--- src/rtl/fp_round_pack.sv ---
// Purpose : IEEE-754 round-to-nearest-even and pack of a normalized mantissa into a half or single word.
// Latency : 2 cycles from accepted input beat to OUT_VALID, 1 beat per cycle throughput.
// Backpr. : IN_READY = !v1 | !v2 | OUT_READY (combinational from OUT_READY); a stalled result holds stable.
//
// Ports:
//   CLK, RST          clock, asynchronous active-high reset
//   IN_VALID/IN_READY input handshake
//   MODE_FP           0 = half, 1 = single
//   SIGN, SPECIAL     result sign; 00 finite, 01 inf, 1x NaN
//   MANT[48:0]        normalized mantissa, hidden bit at [47]
//   EXP[8:0]          biased exponent from the normalizer
//   FLAGS[4:0]        {overflow, underflow, divzero, invalid, inexact}
//   OUT_VALID/OUT_READY output handshake
//   RESULT[31:0]      packed word; half mode in [15:0] with [31:16] = 0
//   FLAGS_OUT[4:0]    same bit order as FLAGS
//
// Build option: define FP_ROUND_FTZ_EN to flush tiny finite nonzero results
// to signed zero instead of producing subnormal encodings.

module fp_round_pack (
    input  logic        CLK,
    input  logic        RST,
    input  logic        IN_VALID,
    output logic        IN_READY,
    input  logic        MODE_FP,
    input  logic        SIGN,
    input  logic [1:0]  SPECIAL,
    input  logic [48:0] MANT,
    input  logic [8:0]  EXP,
    input  logic [4:0]  FLAGS,
    output logic        OUT_VALID,
    input  logic        OUT_READY,
    output logic [31:0] RESULT,
    output logic [4:0]  FLAGS_OUT
);

    // ------------------------------------------------------------------
    // Handshake / occupancy
    // ------------------------------------------------------------------
    logic v1;
    logic v2;
    logic ld1;
    logic ld2;

    assign ld2       = ~v2 | OUT_READY;
    assign ld1       = ~v1 | ld2;
    assign IN_READY  = ld1;
    assign OUT_VALID = v2;

    // The incoming overflow flag is superseded by the overflow this stage
    // computes itself, so it is intentionally not consumed.
    logic unused_flag_ovf;
    assign unused_flag_ovf = FLAGS[4];

    // ------------------------------------------------------------------
    // Stage 1 combinational: field split and round decision
    // ------------------------------------------------------------------
    logic [22:0] frac_in;
    logic [7:0]  exp_field_in;
    logic [30:0] field_in;
    logic        g_in;
    logic        r_in;
    logic        s_in;
    logic        tiny_in;
    logic        inc_in;
    logic        inexact_in;
    logic        over_exp_in;
    logic        zero_in;

    always_comb begin
        frac_in      = '0;
        exp_field_in = '0;
        g_in         = 1'b0;
        r_in         = 1'b0;
        s_in         = 1'b0;
        over_exp_in  = 1'b0;
        tiny_in      = ~MANT[47];

        if (MODE_FP) begin
            frac_in      = MANT[46:24];
            g_in         = MANT[23];
            r_in         = MANT[22];
            s_in         = |MANT[21:0];
            exp_field_in = EXP[7:0];
            over_exp_in  = (EXP > 9'd254);
        end else begin
            frac_in      = {13'b0, MANT[46:37]};
            g_in         = MANT[36];
            r_in         = MANT[35];
            s_in         = |MANT[34:0];
            exp_field_in = {3'b0, EXP[4:0]};
            over_exp_in  = (EXP > 9'd30);
        end

        // Without the hidden bit the value is subnormal: exponent field 0.
        if (tiny_in) begin
            exp_field_in = '0;
        end

        // Exponent and fraction are kept concatenated so a single adder
        // in stage 2 handles the rounding carry into the exponent.
        if (MODE_FP) begin
            field_in = {exp_field_in, frac_in};
        end else begin
            field_in = {16'b0, exp_field_in[4:0], frac_in[9:0]};
        end

        inc_in     = g_in & (r_in | s_in | frac_in[0]);
        inexact_in = g_in | r_in | s_in;
        zero_in    = (MANT == '0);
    end

    // ------------------------------------------------------------------
    // Stage 1 registers
    // ------------------------------------------------------------------
    logic        s1_sign;
    logic        s1_mode;
    logic [1:0]  s1_special;
    logic [30:0] s1_field;
    logic        s1_inc;
    logic        s1_inexact;
    logic        s1_tiny;
    logic        s1_over_exp;
    logic        s1_zero;
    logic [3:0]  s1_flags;

    always_ff @(posedge CLK or posedge RST) begin
        if (RST) begin
            v1 <= 1'b0;
            v2 <= 1'b0;
        end else begin
            if (ld1) begin
                v1 <= IN_VALID;
            end
            if (ld2) begin
                v2 <= v1;
            end
        end
    end

    always_ff @(posedge CLK or posedge RST) begin
        if (RST) begin
            s1_sign     <= 1'b0;
            s1_mode     <= 1'b0;
            s1_special  <= 2'b00;
            s1_field    <= '0;
            s1_inc      <= 1'b0;
            s1_inexact  <= 1'b0;
            s1_tiny     <= 1'b0;
            s1_over_exp <= 1'b0;
            s1_zero     <= 1'b0;
            s1_flags    <= '0;
        end else if (ld1 && IN_VALID) begin
            s1_sign     <= SIGN;
            s1_mode     <= MODE_FP;
            s1_special  <= SPECIAL;
            s1_field    <= field_in;
            s1_inc      <= inc_in;
            s1_inexact  <= inexact_in;
            s1_tiny     <= tiny_in;
            s1_over_exp <= over_exp_in;
            s1_zero     <= zero_in;
            s1_flags    <= FLAGS[3:0];
        end
    end

    // ------------------------------------------------------------------
    // Stage 2 combinational: increment, overflow and encoding select
    // ------------------------------------------------------------------
    logic [30:0] sum;
    logic        exp_ones;
    logic        ovf;
    logic        unf;
    logic [31:0] sign_word;
    logic [31:0] inf_word;
    logic [31:0] nan_word;
    logic [31:0] res_nxt;
    logic [4:0]  flags_nxt;

    always_comb begin
        // A carry out of the fraction bumps the exponent, which is exactly
        // the renormalization needed (including subnormal -> exp field 1).
        // A carry past the exponent field requires an all-ones exponent,
        // which is already flagged as out of range.
        sum       = s1_field + {30'b0, s1_inc};
        exp_ones  = s1_mode ? (sum[30:23] == 8'hFF) : (sum[14:10] == 5'h1F);
        ovf       = s1_over_exp | exp_ones;
        unf       = s1_flags[3] | (s1_tiny & s1_inexact);
        sign_word = s1_mode ? {s1_sign, 31'b0} : {16'b0, s1_sign, 15'b0};
        inf_word  = s1_mode ? 32'h7F80_0000 : 32'h0000_7C00;
        nan_word  = s1_mode ? 32'h7FC0_0000 : 32'h0000_7E00;

        res_nxt   = sign_word | (s1_mode ? {1'b0, sum} : {17'b0, sum[14:0]});
        flags_nxt = {1'b0, unf, s1_flags[2:1], s1_inexact | s1_flags[0]};

        if (s1_special[1]) begin
            res_nxt   = nan_word;
            flags_nxt = {2'b00, s1_flags[2:1], 1'b0};
        end else if (s1_special[0]) begin
            res_nxt   = sign_word | inf_word;
            flags_nxt = {2'b00, s1_flags[2:1], 1'b0};
        end else if (s1_zero) begin
            res_nxt   = sign_word;
            flags_nxt = {2'b00, s1_flags[2:1], 1'b0};
        end else if (ovf) begin
            res_nxt   = sign_word | inf_word;
            flags_nxt = {1'b1, unf, s1_flags[2:1], 1'b1};
        end
`ifdef FP_ROUND_FTZ_EN
        else if (s1_tiny) begin
            res_nxt   = sign_word;
            flags_nxt = {1'b0, 1'b1, s1_flags[2:1], 1'b1};
        end
`endif
    end

    // ------------------------------------------------------------------
    // Stage 2 registers: only loaded by a real beat so bubbles and stalls
    // leave RESULT / FLAGS_OUT untouched.
    // ------------------------------------------------------------------
    always_ff @(posedge CLK or posedge RST) begin
        if (RST) begin
            RESULT    <= '0;
            FLAGS_OUT <= '0;
        end else if (ld2 && v1) begin
            RESULT    <= res_nxt;
            FLAGS_OUT <= flags_nxt;
        end
    end

endmodule

--- config.mk ---
export PLATFORM = sky130hd
export DESIGN_NAME = fp_round_pack
export DESIGN_NICKNAME = d
export VERILOG_FILES = /design/src/rtl/fp_round_pack.sv
export SDC_FILE = /design/constraint.sdc
export NUM_CORES = 1
export LEC_CHECK = 0
export ABC_AREA = 1
export BUFFER_PORTS_ARGS = -buffer_cell sky130_fd_sc_hd__buf_2
export CORE_MARGIN = 8
export CORE_UTILIZATION = 45
export DETAILED_ROUTE_END_ITERATION = 10
export PLACE_DENSITY = 0.69
export SYNTH_ARGS = -nofsm -noshare
export SYNTH_HDL_FRONTEND = slang
export SYNTH_SLANG_ARGS = --single-unit
export TNS_END_PERCENT = 5
--- constraint.sdc ---
create_clock -name CLK -period 2.8 [get_ports CLK]
set_input_delay 0.42 -clock CLK [delete_from_list [all_inputs] [get_ports CLK]]
set_output_delay 0.42 -clock CLK [all_outputs]
set_load 0.05 [all_outputs]
# Word-level counts from Yosys, hierarchy flattened
# Cells that the tools add are included.
# totals
register_bits,83
in_bits,71
out_inout_bits,39
elab_cells,61
# classes
add_sub_neg,1
order_cmp,2
eq_ne,2
muxes,21
bitwise,16
n_reduce_logical,5
# ops
cell,count
2-to-1 mux 32 bit,5
2-to-1 mux 31 bit,4
bitwise OR 32 x 31 -> 32 bit,2
zero test 49 bit,1
OR reduction 35 bit,1
adder 31 x 1 -> 31 bit,1
2-to-1 mux 23 bit,1
OR reduction 22 bit,1
2-to-1 mux 5 bit,4
2-to-1 mux 8 bit,2
greater-than comparator 9 x 5 -> 1 bit (second input constant),1
greater-than comparator 9 x 8 -> 1 bit (second input constant),1
bitwise OR 1 bit,9
== test 8 bit (second input constant),1
== test 5 bit (second input constant),1
2-to-1 mux 1 bit,5
NOT 1 bit,3
AND 1 bit,2
logical AND 1 bit,2

# Logic depth before layout (Yosys ltp)
# depth
ltp_word,8
depth_mapped,19
ltp_nobuf,19

# Least setup slack after synthesis
# OpenSTA, ideal clock, no wires.
# synth_timing
path_kind,register -> register
start,reg v2 (netlist: OUT_VALID)
end,reg s1_mode
setup_ns,0.142
arrival_ns,2.010
required_time_ns,2.658
setup_slack_ns,0.648
path_stages_with_launch,7
path_buffers,1
synth_period_minus_slack_ns,2.152
cell_sequence,dfrtp_1 nand3_1 nand2_1 nor2_1 inv_1 clkbuf_1 o21ai_0
# synth_via
elab_chain_len,4
# synth_lines
item,line,source
"start, declared",41,logic v2;
"start signal, assigned",136,v2 <= v1;
NOT 1 bit,45,assign ld2 = ~v2 | OUT_READY;
bitwise OR 1 bit,45,
bitwise OR 1 bit,46,assign ld1 = ~v1 | ld2;
named net IN_READY,24,"output logic IN_READY,"
logical AND 1 bit,153,end else if (ld1 && IN_VALID) begin
"end signal, assigned",144,s1_mode <= 1'b0;
"end signal, assigned",155,s1_mode <= MODE_FP;
"end, declared",117,logic s1_mode;
# The timed path passes the listed nets, and every way through them passes these cells.
# A chain may end at the register's enable or synchronous reset.

# Worst setup path after layout
# layout_timing
start,reg s1_field[0]
end,reg RESULT[5]
# layout_via
elab_chain_len,8
word_cells_on_any_way,11
classes_between,1 x add/sub; 2 x eq/ne; 6 x mux; 2 x bitwise
# layout_lines
item,line,source
"start, declared",119,logic [30:0] s1_field;
"start signal, assigned",157,s1_field <= field_in;
adder 31 x 1 -> 31 bit *,185,"sum = s1_field + {30'b0, s1_inc};"
== test 8 bit / == test 5 bit (equally long branches),186,exp_ones = s1_mode ? (sum[30:23] == 8'hFF) : (sum[14:10] == 5'h1F);
2-to-1 mux 1 bit,186,
bitwise OR 1 bit,187,ovf = s1_over_exp | exp_ones;
2-to-1 mux 32 bit *,205,end else if (ovf) begin
2-to-1 mux 32 bit *,202,end else if (s1_zero) begin
2-to-1 mux 32 bit *,199,end else if (s1_special[0]) begin
2-to-1 mux 32 bit *,196,if (s1_special[1]) begin
"end signal, assigned",226,RESULT <= res_nxt;
"end, declared",33,"output logic [31:0] RESULT,"
# Mark *: on every way between the ends. The rest lies on a longest branch, timed or not.

==> flow_metrics.env <==
export IMPL_status="finished clean"
export IMPL_tightestPinTransition_ps=619.2
export IMPL_vias_per_cell=5.040
export IMPL_ys_ff_latch=83
export IMPL_cellLeakagePower_uw=0.002725
export IMPL_drive_gt1_share_pct=21.67
export IMPL_synth_main_ff_cell="dfrtp_1"
export IMPL_syn_num_nets=703
export IMPL_die_y_um=117.3
export IMPL_fmax_mhz=395.5
export IMPL_dieArea_mm2=0.01375
export IMPL_cp_start_kind="flop"
export IMPL_synthTopCellsByCount="nand2_1, dfrtp_1, inv_1, nor2_1, o21ai_0"
export IMPL_io_pins=110
export IMPL_synth_area_top_cells="dfrtp_1, nand2_1, o21ai_0, inv_1, nor2_1"
export IMPL_finalSetupViolCount=0
export IMPL_period_share_pct=90.30
export IMPL_grt_max_degree=49
export IMPL_place_port_buffers=108
export IMPL_ys_types=40
export IMPL_grt_pass1_wl_um=22210
export IMPL_synth_top_area_share_pct=45.01
export IMPL_crit_start="s1_field[0]"
export IMPL_stdcell_area_mm2=0.005537
export IMPL_maxSlewHeadroom_pct=58.67
export IMPL_antenna_cells=0
export IMPL_cts_max_path_buffers=2
export IMPL_fillCellCount=1026
export IMPL_firstDrtPassIters=5
export IMPL_synth_seq_area_share_pct=45.01
export IMPL_p_per_area_mw_per_mm2=679.5
export IMPL_grt_usage_pct=20.88
export IMPL_ys_async_sr_fraction_pct=100.0
export IMPL_cts_buffers=9
export IMPL_dr_first_iter_drc_count=268
export IMPL_clock_sinks=83
export IMPL_syn_instance_count=630
export IMPL_num_vias=4430
export IMPL_r2r_end="RESULT[5]"
export IMPL_fp_dieW_um=117.3
export IMPL_synth_edf_count=0
export IMPL_start_util_pct=45.51
export IMPL_drtAntennaViolNets=0
export IMPL_cp_end_kind="flop"
export IMPL_gp_congestion=0.8815
export IMPL_rrSetupSlack_ps=270
export IMPL_wl_per_cell_um=15.46
export IMPL_areaGrowthSynthToFinish_pct=19.98
export IMPL_fin_skew_ps=10.64
export IMPL_rsz0062_at_grt="false"
export IMPL_crit_path_end="RESULT[5]"
export IMPL_grt_overflow=0
export IMPL_h_tree_depth=3
export IMPL_dp_hpwl_um=11110
export IMPL_drv_slew=0
export IMPL_grt_pass1_vias=4515
export IMPL_max_cap_violations=0
export IMPL_worst_ep_required_time_ps=3050
export IMPL_critical_path_class="flop to flop"
export IMPL_rows=37
export IMPL_hold_path_class="input port to asynchronous set/reset pin"
export IMPL_hold_violations=0
export IMPL_cts_tree="yes"
export IMPL_period_needed_ps=2528
export IMPL_drc=0
export IMPL_path_max_fanout=14
export IMPL_setup_total_negative_slack_ps=0
export IMPL_place_area_mm2=0.005316
export IMPL_r2r_cells=15
export IMPL_clock_latency_ps=370
export IMPL_drt_wl_total_um=13590
export IMPL_path_clk_slew_ps=90
export IMPL_fin_nets=811
export IMPL_core_area_mm2=0.01014
export IMPL_yosysMostFrequentCell="nand2_1"
export IMPL_r2r_start="s1_field[0]"
export IMPL_ctsHoldBuffers=0
export IMPL_synthesis_area_mm2=0.004614
export IMPL_clockRootBuffer="clkbuf_8"
export IMPL_yosysTopAreaCell="dfrtp_1"
export IMPL_yosysWarnings=0
export IMPL_avgSynthCellArea_um2=7.324
export IMPL_ir_drop_mv=0.2972
export IMPL_crit_arrival_ps=2780
export IMPL_antenna_found_initial=0
-- power by group --
part / internal, µW / switching [µW]
combinational: 331 / 957
clock: 444 / 467
sequential: 1400 / 158
-- metal layers --
layer | share of wire, % | vias to the layer above | GRT usage, %
met2 | 45 | 140 | 33.09
met5 | 0 | - | 0
met3 | 5.7 | 10 | 3.848
met4 | 1.3 | 0 | 6.741
met1 | 48 | 2023 | 28.16
li1 | - | 2257 | -
-- through the flow --
stage               instances  worst slack, ps  hold slack (ps)  total power (µW)  util [%]
CTS                       879            172.9            120.2              3798     54.50
floorplan                 630            243.2            443.6              2494         -
detailed placement        863            198.2            464.3              2881     52.44
finish                    879            271.6            107.8              3762     54.61
global placement          863            300.2            457.5              2860     52.44
global route              879            23.65            159.3              3972     54.61
-- placed cells by master (no fill, tap or decap), types with 2 or more instances in the layout --
master and n:
buf_2 108, inv_2 3, nor2_1 50, nand3_1 32, nor4_1 9, a31oi_1 5, ha_1 2, nand2_2 7
nor3_1 5, and2_1 2, o31ai_1 5, nor2_4 6, o211ai_1 6, inv_6 2, o21bai_1 2, nand3b_1 2
dfrtp_1 83, nand2_1 239, inv_1 49, o22ai_1 10, a21oi_1 9, nand4_1 2, clkinvlp_4 2, clkbuf_8 10
buf_4 6, nor2_2 7, xor2_1 12, o21ai_1 6, o21ai_0 44
-- worst min path at each step --
stage	startpoint	endpoint	slack, ps	cells past startpoint
after CTS	RST	OUT_VALID	120	2
after detailed placement	RESULT[24]	RESULT[24]	460	2
final	RST	RESULT[18]	110	2
after global routing	RST	s1_mode	160	2
after global placement	RESULT[24]	RESULT[24]	460	2
after floorplan	s1_flags[0]	s1_flags[0]	440	2
-- repair_timing --
| action | CTS | global route |
|---|---|---|
| buffers inserted | 0 | 0 |
| gates resized for setup | 0 | 3 |
| setup endpoints to repair | 0 | 9 |
-- cell families after synthesis --
group | share of synthesized area, %
and+or+nand+nor | 34.49
AOI/OAI and AO/OA | 11.47
DFF | 45.01
buffers and inverters | 6.019
xor gates and xnor gates | 2.467
adders and majority gates | 0.5422
-- state kept, by name, summed over array words and instances (netlist names), 2 cells and up --
register	cells
RESULT	32
s1_flags	4
FLAGS_OUT	5
s1_field	31
s1_special	2
-- layout make-up --
class	instances	area (µm²)	area share, %
timing repair buffer	115	605.6	10.94
multi-input combinational	475	2268	40.97
clock buffer	10	137.6	2.486
inverter	54	206.4	3.729
tap	136	170.2	3.073
sequential	83	2077	37.51
clock inverter	6	71.32	1.288
-- critical path, stage by stage, from the launching register on --
cell,delay [ps]
dfrtp_1,360
ha_1,170
ha_1,230
nand2_1,90
nor2_2,160
nand2_1,100
nor2_1,230
nand2_1,80
nand2_1,60
nand2_1,60
nor2_1,130
nand3_2,210
nand2_8,190
inv_4,80
nand2_2,150
o21ai_0,110
No activity file was read; power rests on OpenSTA's default activity.
